[src/rtl/cache_miss_ctrl.sv]
// Miss/refill sequencer for one cache way group: PLRU touch on hit,
// victim write-back, line refill, tag write and PLRU touch on miss.
module cache_miss_ctrl #(
   parameter int ASSOC_NUM  = 2,
   parameter int LINE_WORDS = 8,
   parameter int ADDR_W     = 32,
   parameter int DATA_W     = 32
) (
   input  logic                          clk,
   input  logic                          reset,
   input  logic                          req_valid,
   input  logic [ADDR_W-1:0]             req_addr,
   input  logic [ASSOC_NUM-1:0]          hit_way,
   input  logic [$clog2(ASSOC_NUM)-1:0]  victim_way,
   input  logic                          victim_dirty,
   input  logic [ADDR_W-1:0]             victim_addr,
   output logic                          plru_update,
   output logic [ASSOC_NUM-1:0]          plru_hit_way,
   output logic                          stall,
   output logic                          wb_req_valid,
   input  logic                          wb_req_ready,
   output logic [ADDR_W-1:0]             wb_req_addr,
   output logic                          wb_data_valid,
   input  logic                          wb_data_ready,
   output logic                          wb_data_last,
   output logic [$clog2(LINE_WORDS)-1:0] arr_rd_idx,
   input  logic [DATA_W-1:0]             arr_rd_data,
   output logic [DATA_W-1:0]             wb_data,
   output logic                          rd_req_valid,
   input  logic                          rd_req_ready,
   output logic [ADDR_W-1:0]             rd_req_addr,
   input  logic                          rd_data_valid,
   input  logic [DATA_W-1:0]             rd_data,
   input  logic                          rd_data_last,
   output logic                          fill_we,
   output logic [$clog2(ASSOC_NUM)-1:0]  fill_way,
   output logic [$clog2(LINE_WORDS)-1:0] fill_idx,
   output logic [DATA_W-1:0]             fill_data,
   output logic                          tag_we,
   output logic                          protocol_err
);

   localparam int WAY_W = $clog2(ASSOC_NUM);
   localparam int CNT_W = $clog2(LINE_WORDS);
   localparam int OFF_W = $clog2(LINE_WORDS * DATA_W / 8);
   localparam logic [ADDR_W-1:0] LINE_MASK = {ADDR_W{1'b1}} << OFF_W;
   localparam logic [CNT_W-1:0]  CNT_LAST  = CNT_W'(LINE_WORDS - 1);

   typedef enum logic [2:0] {
      S_IDLE,
      S_WB_REQ,
      S_WB_DATA,
      S_RD_REQ,
      S_RD_DATA,
      S_FILL_DONE
   } state_t;

   state_t              r_state;
   state_t              w_next;
   logic [CNT_W-1:0]    r_cnt;
   logic [CNT_W-1:0]    w_cnt_nxt;
   logic [WAY_W-1:0]    r_way;
   logic [ADDR_W-1:0]   r_vaddr;
   logic [ADDR_W-1:0]   r_laddr;
   logic                r_perr;
   logic                w_perr_nxt;
   logic                w_capture;
   logic                w_cnt_last;
   logic [ASSOC_NUM-1:0] w_way_oh;

   assign w_cnt_last   = (r_cnt == CNT_LAST);
   assign w_way_oh     = ASSOC_NUM'(1) << r_way;
   assign protocol_err = r_perr;

   always_ff @(posedge clk or posedge reset) begin
      if (reset) begin
         r_state <= S_IDLE;
         r_cnt   <= '0;
         r_way   <= '0;
         r_vaddr <= '0;
         r_laddr <= '0;
         r_perr  <= 1'b0;
      end else begin
         r_state <= w_next;
         r_cnt   <= w_cnt_nxt;
         r_perr  <= w_perr_nxt;
         if (w_capture) begin
            r_way   <= victim_way;
            r_vaddr <= victim_addr;
            r_laddr <= req_addr & LINE_MASK;
         end
      end
   end

   // Every output is forced low while reset is held, even combinational ones.
   always_comb begin
      w_next        = r_state;
      w_cnt_nxt     = r_cnt;
      w_perr_nxt    = r_perr;
      w_capture     = 1'b0;
      plru_update   = 1'b0;
      plru_hit_way  = '0;
      stall         = 1'b0;
      wb_req_valid  = 1'b0;
      wb_req_addr   = '0;
      wb_data_valid = 1'b0;
      wb_data_last  = 1'b0;
      arr_rd_idx    = '0;
      wb_data       = '0;
      rd_req_valid  = 1'b0;
      rd_req_addr   = '0;
      fill_we       = 1'b0;
      fill_way      = '0;
      fill_idx      = '0;
      fill_data     = '0;
      tag_we        = 1'b0;
      if (!reset) begin
         wb_data   = arr_rd_data;
         fill_data = rd_data;
         unique case (r_state)
            S_IDLE: begin
               if (req_valid && (hit_way != '0)) begin
                  plru_update  = 1'b1;
                  plru_hit_way = hit_way;
               end else if (req_valid) begin
                  stall     = 1'b1;
                  w_capture = 1'b1;
                  w_cnt_nxt = '0;
                  w_next    = victim_dirty ? S_WB_REQ : S_RD_REQ;
               end
            end
            S_WB_REQ: begin
               stall        = 1'b1;
               wb_req_valid = 1'b1;
               wb_req_addr  = r_vaddr;
               if (wb_req_ready) begin
                  w_next    = S_WB_DATA;
                  w_cnt_nxt = '0;
               end
            end
            S_WB_DATA: begin
               stall         = 1'b1;
               wb_data_valid = 1'b1;
               arr_rd_idx    = r_cnt;
               wb_data_last  = w_cnt_last;
               if (wb_data_ready) begin
                  w_cnt_nxt = r_cnt + 1'b1;
                  if (w_cnt_last) begin
                     w_next    = S_RD_REQ;
                     w_cnt_nxt = '0;
                  end
               end
            end
            S_RD_REQ: begin
               stall        = 1'b1;
               rd_req_valid = 1'b1;
               rd_req_addr  = r_laddr;
               if (rd_req_ready) begin
                  w_next    = S_RD_DATA;
                  w_cnt_nxt = '0;
               end
            end
            S_RD_DATA: begin
               stall    = 1'b1;
               fill_way = r_way;
               if (rd_data_valid) begin
                  fill_we   = 1'b1;
                  fill_idx  = r_cnt;
                  w_cnt_nxt = r_cnt + 1'b1;
                  // Beat count is ours; a misplaced last flag is only reported.
                  if (rd_data_last != w_cnt_last)
                     w_perr_nxt = 1'b1;
                  if (w_cnt_last) begin
                     tag_we    = 1'b1;
                     w_next    = S_FILL_DONE;
                     w_cnt_nxt = '0;
                  end
               end
            end
            S_FILL_DONE: begin
               stall        = 1'b1;
               plru_update  = 1'b1;
               plru_hit_way = w_way_oh;
               w_next       = S_IDLE;
            end
            default: begin
               w_next = S_IDLE;
            end
         endcase
      end
   end

endmodule

[config.mk]
export PLATFORM = sky130hd
export DESIGN_NAME = cache_miss_ctrl
export DESIGN_NICKNAME = d
export VERILOG_FILES = /design/src/rtl/cache_miss_ctrl.sv
export SDC_FILE = /design/constraint.sdc
export NUM_CORES = 1
export LEC_CHECK = 0
export ABC_CLOCK_PERIOD_IN_PS = 4270
export CORE_AREA = 3 3 108 110
export DETAILED_ROUTE_END_ITERATION = 6
export DIE_AREA = 0 0 111 113
export MAX_ROUTING_LAYER = met4
export PLACE_DENSITY = 0.82
export SLEW_MARGIN = 5
export SYNTH_ARGS = -nofsm -noshare
export SYNTH_HDL_FRONTEND = slang
export SYNTH_SLANG_ARGS = --single-unit
[constraint.sdc]
create_clock -name clk -period 4.27 [get_ports clk]
set_clock_uncertainty 0.05 [all_clocks]
set_input_delay 0.427 -clock clk [delete_from_list [all_inputs] [get_ports clk]]
set_output_delay 0.427 -clock clk [all_outputs]
set_load 0.01 [all_outputs]
==> results by group, run 1 <==
Outcome
  • Outcome: completed

Yosys
  • Cell area after synthesis: 3769 um2
  • Post-synth top area share: 0.4449
  • Flip-flop and latch count after synthesis: 67
  • Async set or reset register ratio after synthesis: 1.000
  • Mean area per synthesized cell: 10.68 um2
  • Post-synth EDFFs: 0
  • Yosys warning count: 0
  • Synthesized netlist cell count: 353
  • Unique cell type count in the Yosys netlist: 46
  • Post-synth top area cell: sky130_fd_sc_hd__dfrtp_1
  • Synth area leaders: sky130_fd_sc_hd__dfrtp_1 (44%), sky130_fd_sc_hd__mux2_2 (18%), sky130_fd_sc_hd__and2_1 (11%)
  • Share of the yosys chip area belonging to registers: 0.4449
  • Ys flop type: sky130_fd_sc_hd__dfrtp_1

Floorplan
  • Initial Utilization: 0.3492
  • Core region area: 10,790 um2
  • Overall die area: 12,540 um2
  • Top-level port count: 286
  • Die Y: 113 um
  • Die width: 111 um
  • Site Rows: 38

Clocking
  • Buffer cell driving the clock tree root: sky130_fd_sc_hd__clkbuf_8
  • Setup Fix Bufs, Post-CTS: 0
  • Resize count post-CTS: 0
  • Sinks on the clock net: 67
  • Number of buffers between clock root and the deepest sink: 2
  • Post-cts hold buffer count: 0
  • Clock tree from TritonCTS: yes
  • Clock transition at path regs: 0.08 ns
  • Insertion delay of the later-clocked pin in the worst-skew pair: 0.34 ns
  • Inserted Clock Buffers: 9
  • CTS H-tree lvls: 3

Cells and area
  • Fillers: 899
  • Number of standard cells in the layout, taps in and fillers out: 763
  • Layout Utilization: 0.6327
  • N_diodes: 0
  • NumNets Final: 760
  • Syn-to-layout area delta: 81.21%
  • Final non-filler cell area: 6829 um2
  • Proportion of layout cells with a drive suffix above 1: 0.1445

GRT
  • GR Util All Layers: 0.2102
  • M2 GR Usage: 0.3726
  • Overflow left after global routing: 0
  • Most Crowded Layer GR: met2
  • Number of global-route vias before repair: 3,623
  • Largest net degree at the start of global routing: 69
  • Antenna violations before repair: 0
  • Met1 capacity usage during global routing: 0.2428
  • Wire length of the first global-routing pass: 20,200 um
  • Met3 Track Usage GR: 0.05401

STA
  • Time the worst path needs with I/O delays and setup: 3.388 ns
  • Final setup violation count: 0
  • Setup TNS: 0 ns
  • Unrepaired setup endpoints after global routing: false
  • FMAX: 0.2952 GHz
  • Total count of hold-check failures in the final report: 0
  • Worst slew pin tran: 0.9825 ns
  • Final Cycle Share: 0.7935
  • Final max-slew violation count: 0
  • Worst rel slew slack: 0.3389

Critical path
  • Startpoint types: register
  • Source of the worst register-to-register timing path: r_state[2]
  • Critical path buffers and inverters: 1
  • Maximum cell stage delay along the critical path: 0.80 ns
  • Top cell family by delay on the critical path: simple AND/OR/NAND/NOR gates
  • Arrival time of the worst setup path: 2.91 ns
  • Data required time of the critical path: 3.79 ns
  • Number of cells on the worst reg-to-reg path: 4
  • Path length in cells of the critical path: 4
  • Cell type of the slowest stage on the worst timing path: sky130_fd_sc_hd__nor4_1
  • Maximum fanout along the worst path: 22
  • Slack of the worst reg-to-reg path: 1.78 ns
  • Start-to-end type of the worst setup path: register to output port
  • Kind of end point of the critical path: output port
  • Capture point of the worst reg-to-reg path: r_state[0]
  • CP cell instances: nand2_1 > nor4_1 > and2_1 > clkdlybuf4s50_1

Routing
  • Number of DRC violations after detailed-routing iteration 0: 149
  • Avg WL per Cell: 17.12 um
  • Number of routed nets with antenna violations: 0
  • Average vias per placed instance: 4.695
  • Final wirelength: 13,060 um
  • DRC viols: 0
  • Total via count in the routed design: 3,582
  • First-pass detailed-route iteration total: 4

Job
  • Number of max-cap violations: 0

Place
  • Total instance count after detailed placement: 747
  • GPL Wtd Cong: 0.9693
  • Total placed instance area: 6620 um2
  • Placed wire-length estimate after detailed placement: 10,480 um
  • IO buf count: 275

Pwr
  • Leakage: 2.823 nW
  • Power per Cell Area: 388.5 nW/um2
  • Max IR drop VDD: 219.9 uV
  • Power after layout: 0.002653 W

Hold path
  • Worst min-delay path category: input port to async pin
==> state kept, by name (all words and copies together), names as in the netlist <==
signal,flops
r_state,3
protocol_err,1
r_cnt,3
r_way,1
r_laddr,27
r_vaddr,32
==> cells in the mapped netlist (4+ instances only) <==
| library cell | count |
|---|---|
| sky130_fd_sc_hd__inv_1 | 4 |
| sky130_fd_sc_hd__buf_2 | 5 |
| sky130_fd_sc_hd__and2_1 | 65 |
| sky130_fd_sc_hd__nor2_1 | 7 |
| sky130_fd_sc_hd__dfrtp_1 | 67 |
| sky130_fd_sc_hd__mux2_2 | 60 |
| sky130_fd_sc_hd__clkbuf_1 | 18 |
| sky130_fd_sc_hd__nor2b_1 | 65 |
| sky130_fd_sc_hd__buf_4 | 5 |
==> area by class of cell <==
cell class	count	area, um2	area share
clock buffers	10	137.6	0.02015
clock inverters	6	71.32	0.01044
inverters	4	15.01	0.002199
multi-input cells	255	1961	0.2871
flip-flops and latches	67	1677	0.2455
well taps	140	175.2	0.02565
repair buffers	281	2793	0.4089
==> worst reg2reg max path, cell delays in order (launching register included) <==
cell and delay (ns):
sky130_fd_sc_hd__dfrtp_1 0.63, sky130_fd_sc_hd__or4b_4 0.65, sky130_fd_sc_hd__a311oi_4 0.46, sky130_fd_sc_hd__and2_4 0.26
sky130_fd_sc_hd__mux2_1 0.32
==> layout by cell type (no fill, tap or decap), drive strengths merged, types with 3 or more instances in the layout <==
cell	Yosys	layout
conb	1	5
mux2	61	61
inv	4	7
buf	13	7
nor2	7	7
clkdlybuf4s50	0	274
dfrtp	67	67
nand3	3	3
nor4	3	3
nor2b	65	65
a21oi	3	3
and2	66	66
o21ai	3	3
nand2	3	3
clkbuf	18	10
nor3b	3	3
nor3	3	3
==> where the power goes <==
group	internal (W)	switching (W)	leakage (nW)
Combinational	0.000614	0.000379	1.87
Sequential	0.000929	0.000180	0.851
Clock	0.000293	0.000257	0.105
Total	0.00184	0.000817	2.82
==> logic make-up after synthesis <==
| group | share of synthesized area |
|---|---|
| flops | 0.4449 |
| simple gates | 0.2706 |
| other cells | 0.0009951 |
| xor+xnor | 0.004649 |
| mux | 0.1823 |
| compound gates | 0.04582 |
| buf+inv | 0.04150 |
| fa+ha+maj | 0.009295 |
==> worst max-delay path by stage <==
stage | startpoint | to | slack (ns)
detailed placement | reset | rd_req_addr[30] | 1.14
floorplan | reset | rd_req_addr[22] | 0.91
global route | r_state[1] | wb_req_addr[22] | 0.65
CTS | r_state[1] | wb_req_addr[22] | 0.86
global placement | reset | rd_req_addr[30] | 1.19
finish | r_state[2] | fill_idx[2] | 0.88
==> per-stage QoR <==
stage | hold slack (ns) | worst slack (ns)
after floorplan | 0.4206 | 0.9100
after global placement | 0.3958 | 1.186
after CTS | 0.1244 | 0.8604
final | 0.1372 | 0.8820
after detailed placement | 0.4009 | 1.139
after global routing | 0.1609 | 0.6477
==> per-layer routing <==
layer / routed length (um) / vias up
li1: - / 1695
met1: 5137 / 1722
met2: 6993 / 152
met3: 796 / 13
met4: 132 / 0
met5: 0 / -
Power figures use the tool's default switching activity.
==> run 2: changes to the inputs <==
- ABC_CLOCK_PERIOD_IN_PS: 4270 -> 3150
- CORE_AREA: 3 3 108 110 -> unset
- CORE_MARGIN: unset -> 3
- CORE_UTILIZATION: unset -> 34
- DIE_AREA: 0 0 111 113 -> unset
- PLACE_DENSITY: 0.82 -> 0.81
- clock period: 4.27 -> 3.15 ns (I/O delays scaled with it)
==> run 2 against run 1 <==
Effect of this change: clock power increased by 51%; die area decreased by 1.3%; hold slack improved by 0.055 ns; highest routed layer unchanged.
==> results by group, run 2 (same netlist as run 1, synthesis figures left out) <==
STA
  • Total count of hold-check failures in the final report: 0
  • Final Cycle Share: 0.9165
  • FMAX: 0.3464 GHz
  • Time the worst path needs with I/O delays and setup: 2.887 ns
  • Final setup violation count: 0
  • Worst slew pin tran: 0.7712 ns
  • Worst rel slew slack: 0.4859
  • Setup TNS: 0 ns
  • Unrepaired setup endpoints after global routing: false
  • Min Hold Slack: 0.1927 ns
  • Final max-slew violation count: 0

Cells and area
  • Flip-flop count of the largest register, all copies and words added: 32
  • Top register by number of flip-flops: r_vaddr
  • Most frequent cells in the layout: sky130_fd_sc_hd__clkdlybuf4s50_1 (274), sky130_fd_sc_hd__dfrtp_1 (67), sky130_fd_sc_hd__nor2b_1 (65), sky130_fd_sc_hd__and2_1 (65), sky130_fd_sc_hd__mux2_2 (60)
  • Largest regs: r_vaddr (32), r_laddr (27)
  • Number of standard cells in the layout, taps in and fillers out: 762
  • Final non-filler cell area: 6878 um2
  • Syn-to-layout area delta: 82.50%
  • Leading cell type in the layout, fill and taps excluded: sky130_fd_sc_hd__clkdlybuf4s50_1
  • NumNets Final: 762
  • Proportion of layout cells with a drive suffix above 1: 0.1456

Clocking
  • Post-cts hold buffer count: 0
  • Setup Fix Bufs, Post-CTS: 0
  • Sinks on the clock net: 67
  • CTS H-tree lvls: 3
  • Clock tree from TritonCTS: yes
  • Buffer cell driving the clock tree root: sky130_fd_sc_hd__clkbuf_8
  • Resize count post-CTS: 0
  • Inserted Clock Buffers: 9
  • Insertion delay of the later-clocked pin in the worst-skew pair: 0.34 ns
  • Clock transition at path regs: 0.07 ns
  • Number of buffers between clock root and the deepest sink: 2

Critical path
  • Kind of end point of the critical path: output port
  • Top cell family by delay on the critical path: flip-flops
  • Critical path buffers and inverters: 1
  • Source of the worst register-to-register timing path: r_state[2]
  • Arrival time of the worst setup path: 2.52 ns
  • CP cell instances: nor4b_2 > o21ai_0 > a21oi_1 > clkdlybuf4s50_1
  • Start-to-end type of the worst setup path: register to output port
  • Maximum cell stage delay along the critical path: 0.63 ns
  • CP Launch Point: r_state[2]
  • Maximum fanout along the worst path: 22
  • Startpoint types: register
  • Cell type of the slowest stage on the worst timing path: sky130_fd_sc_hd__dfrtp_1
  • Data required time of the critical path: 2.78 ns

Pwr
  • Power per Cell Area: 535.9 nW/um2
  • Leakage: 2.850 nW
  • Max IR drop VDD: 357.9 uV

Floorplan
  • Core region area: 10,560 um2
  • Die width: 111.3 um
  • Die Y: 111.3 um
  • Site Rows: 37
  • Initial Utilization: 0.3570
  • Overall die area: 12,380 um2
  • Top-level port count: 286

Job
  • Number of max-cap violations: 0

Outcome
  • Outcome: completed

GRT
  • Largest net degree at the start of global routing: 61
  • Number of global-route vias before repair: 3,774
  • Wire length of the first global-routing pass: 20,480 um
  • Overflow left after global routing: 0
  • Antenna violations before repair: 1
  • GR Util All Layers: 0.2176

Place
  • Placed wire-length estimate after detailed placement: 10,650 um
  • GPL Wtd Cong: 0.8920
  • Total instance count after detailed placement: 745
  • IO buf count: 275
  • Total placed instance area: 6638 um2

Routing
  • DRC viols: 0
  • Total via count in the routed design: 3,653
  • Number of routed nets with antenna violations: 0
  • Average vias per placed instance: 4.794
  • Avg WL per Cell: 17.58 um
  • Number of DRC violations after detailed-routing iteration 0: 160
  • Final wirelength: 13,400 um
  • First-pass detailed-route iteration total: 4

Hold path
  • Worst min-delay path category: input port to async pin
-- run 2: changes by cell type in the layout (fill, tap and decap cells not counted) --
cell	change
sky130_fd_sc_hd__clkinv_4	+1
sky130_fd_sc_hd__diode_2	+1
sky130_fd_sc_hd__clkinv_2	-1
sky130_fd_sc_hd__clkbuf_1	+1
sky130_fd_sc_hd__nand3_4	+1
sky130_fd_sc_hd__buf_4	+2
sky130_fd_sc_hd__bufinv_16	+1
sky130_fd_sc_hd__inv_8	-1
sky130_fd_sc_hd__nand3_2	-1
sky130_fd_sc_hd__inv_6	-2
sky130_fd_sc_hd__clkinvlp_4	-1
sky130_fd_sc_hd__clkbuf_8	+2
-- run 2: worst paths after layout --
kind | slack (ns) | depth (start not counted) | endpoint
worst max-delay path | 0.26 | 4 | plru_update
worst min-delay path | 0.19 | 3 | r_cnt[2]
worst max register to register | 0.63 | 4 | r_state[0]
worst min register to register | 0.41 | 1 | protocol_err
max in group asynchronous | 2.44 | 3 | r_laddr[8]
min in group clk | 0.41 | 1 | protocol_err
-- run 2: worst min-delay path, cell delays in order --
cell and delay, ns:
sky130_fd_sc_hd__buf_2 0.22, sky130_fd_sc_hd__inv_2 0.10, sky130_fd_sc_hd__buf_4 0.35
-- run 2: area by class of cell --
class                      instances  area [um2]
antenna                            1       2.502
clock buffer                      13       168.9
clock inverter                     3       68.82
fill                             860        3677
inverter                           4       15.01
multi-input combinational        255        1968
sequential                        67        1677
tap                              136       170.2
timing repair buffer             283        2808
-- run 2: metal layers --
layer | routed length [um] | track usage
met5 | 0 | -
met4 | 611 | 0.1233
met3 | 1023 | 0.05568
met2 | 7041 | 0.3804
met1 | 4721 | 0.2204
-- run 2: per-stage QoR --
step / setup WS, ns / total power [W] / util
2_1_floorplan: 0.01401 / 0.002260 / -
3_3_place_gp: 0.5906 / 0.002812 / 0.6289
3_5_place_dp: 0.5755 / 0.002880 / 0.6289
4_1_cts: 0.2482 / 0.003733 / 0.6514
5_1_grt: 0.07985 / 0.003941 / 0.6516
6_report: 0.2630 / 0.003686 / 0.6516
-- run 2: report_power, final --
| group | leakage (nW) | switching, W | internal (W) |
|---|---|---|---|
| registers | 0.851 | 0.000242 | 0.00126 |
| logic | 1.88 | 0.000515 | 0.000838 |
| clock network | 0.120 | 0.000318 | 0.000513 |
| total | 2.85 | 0.00107 | 0.00261 |
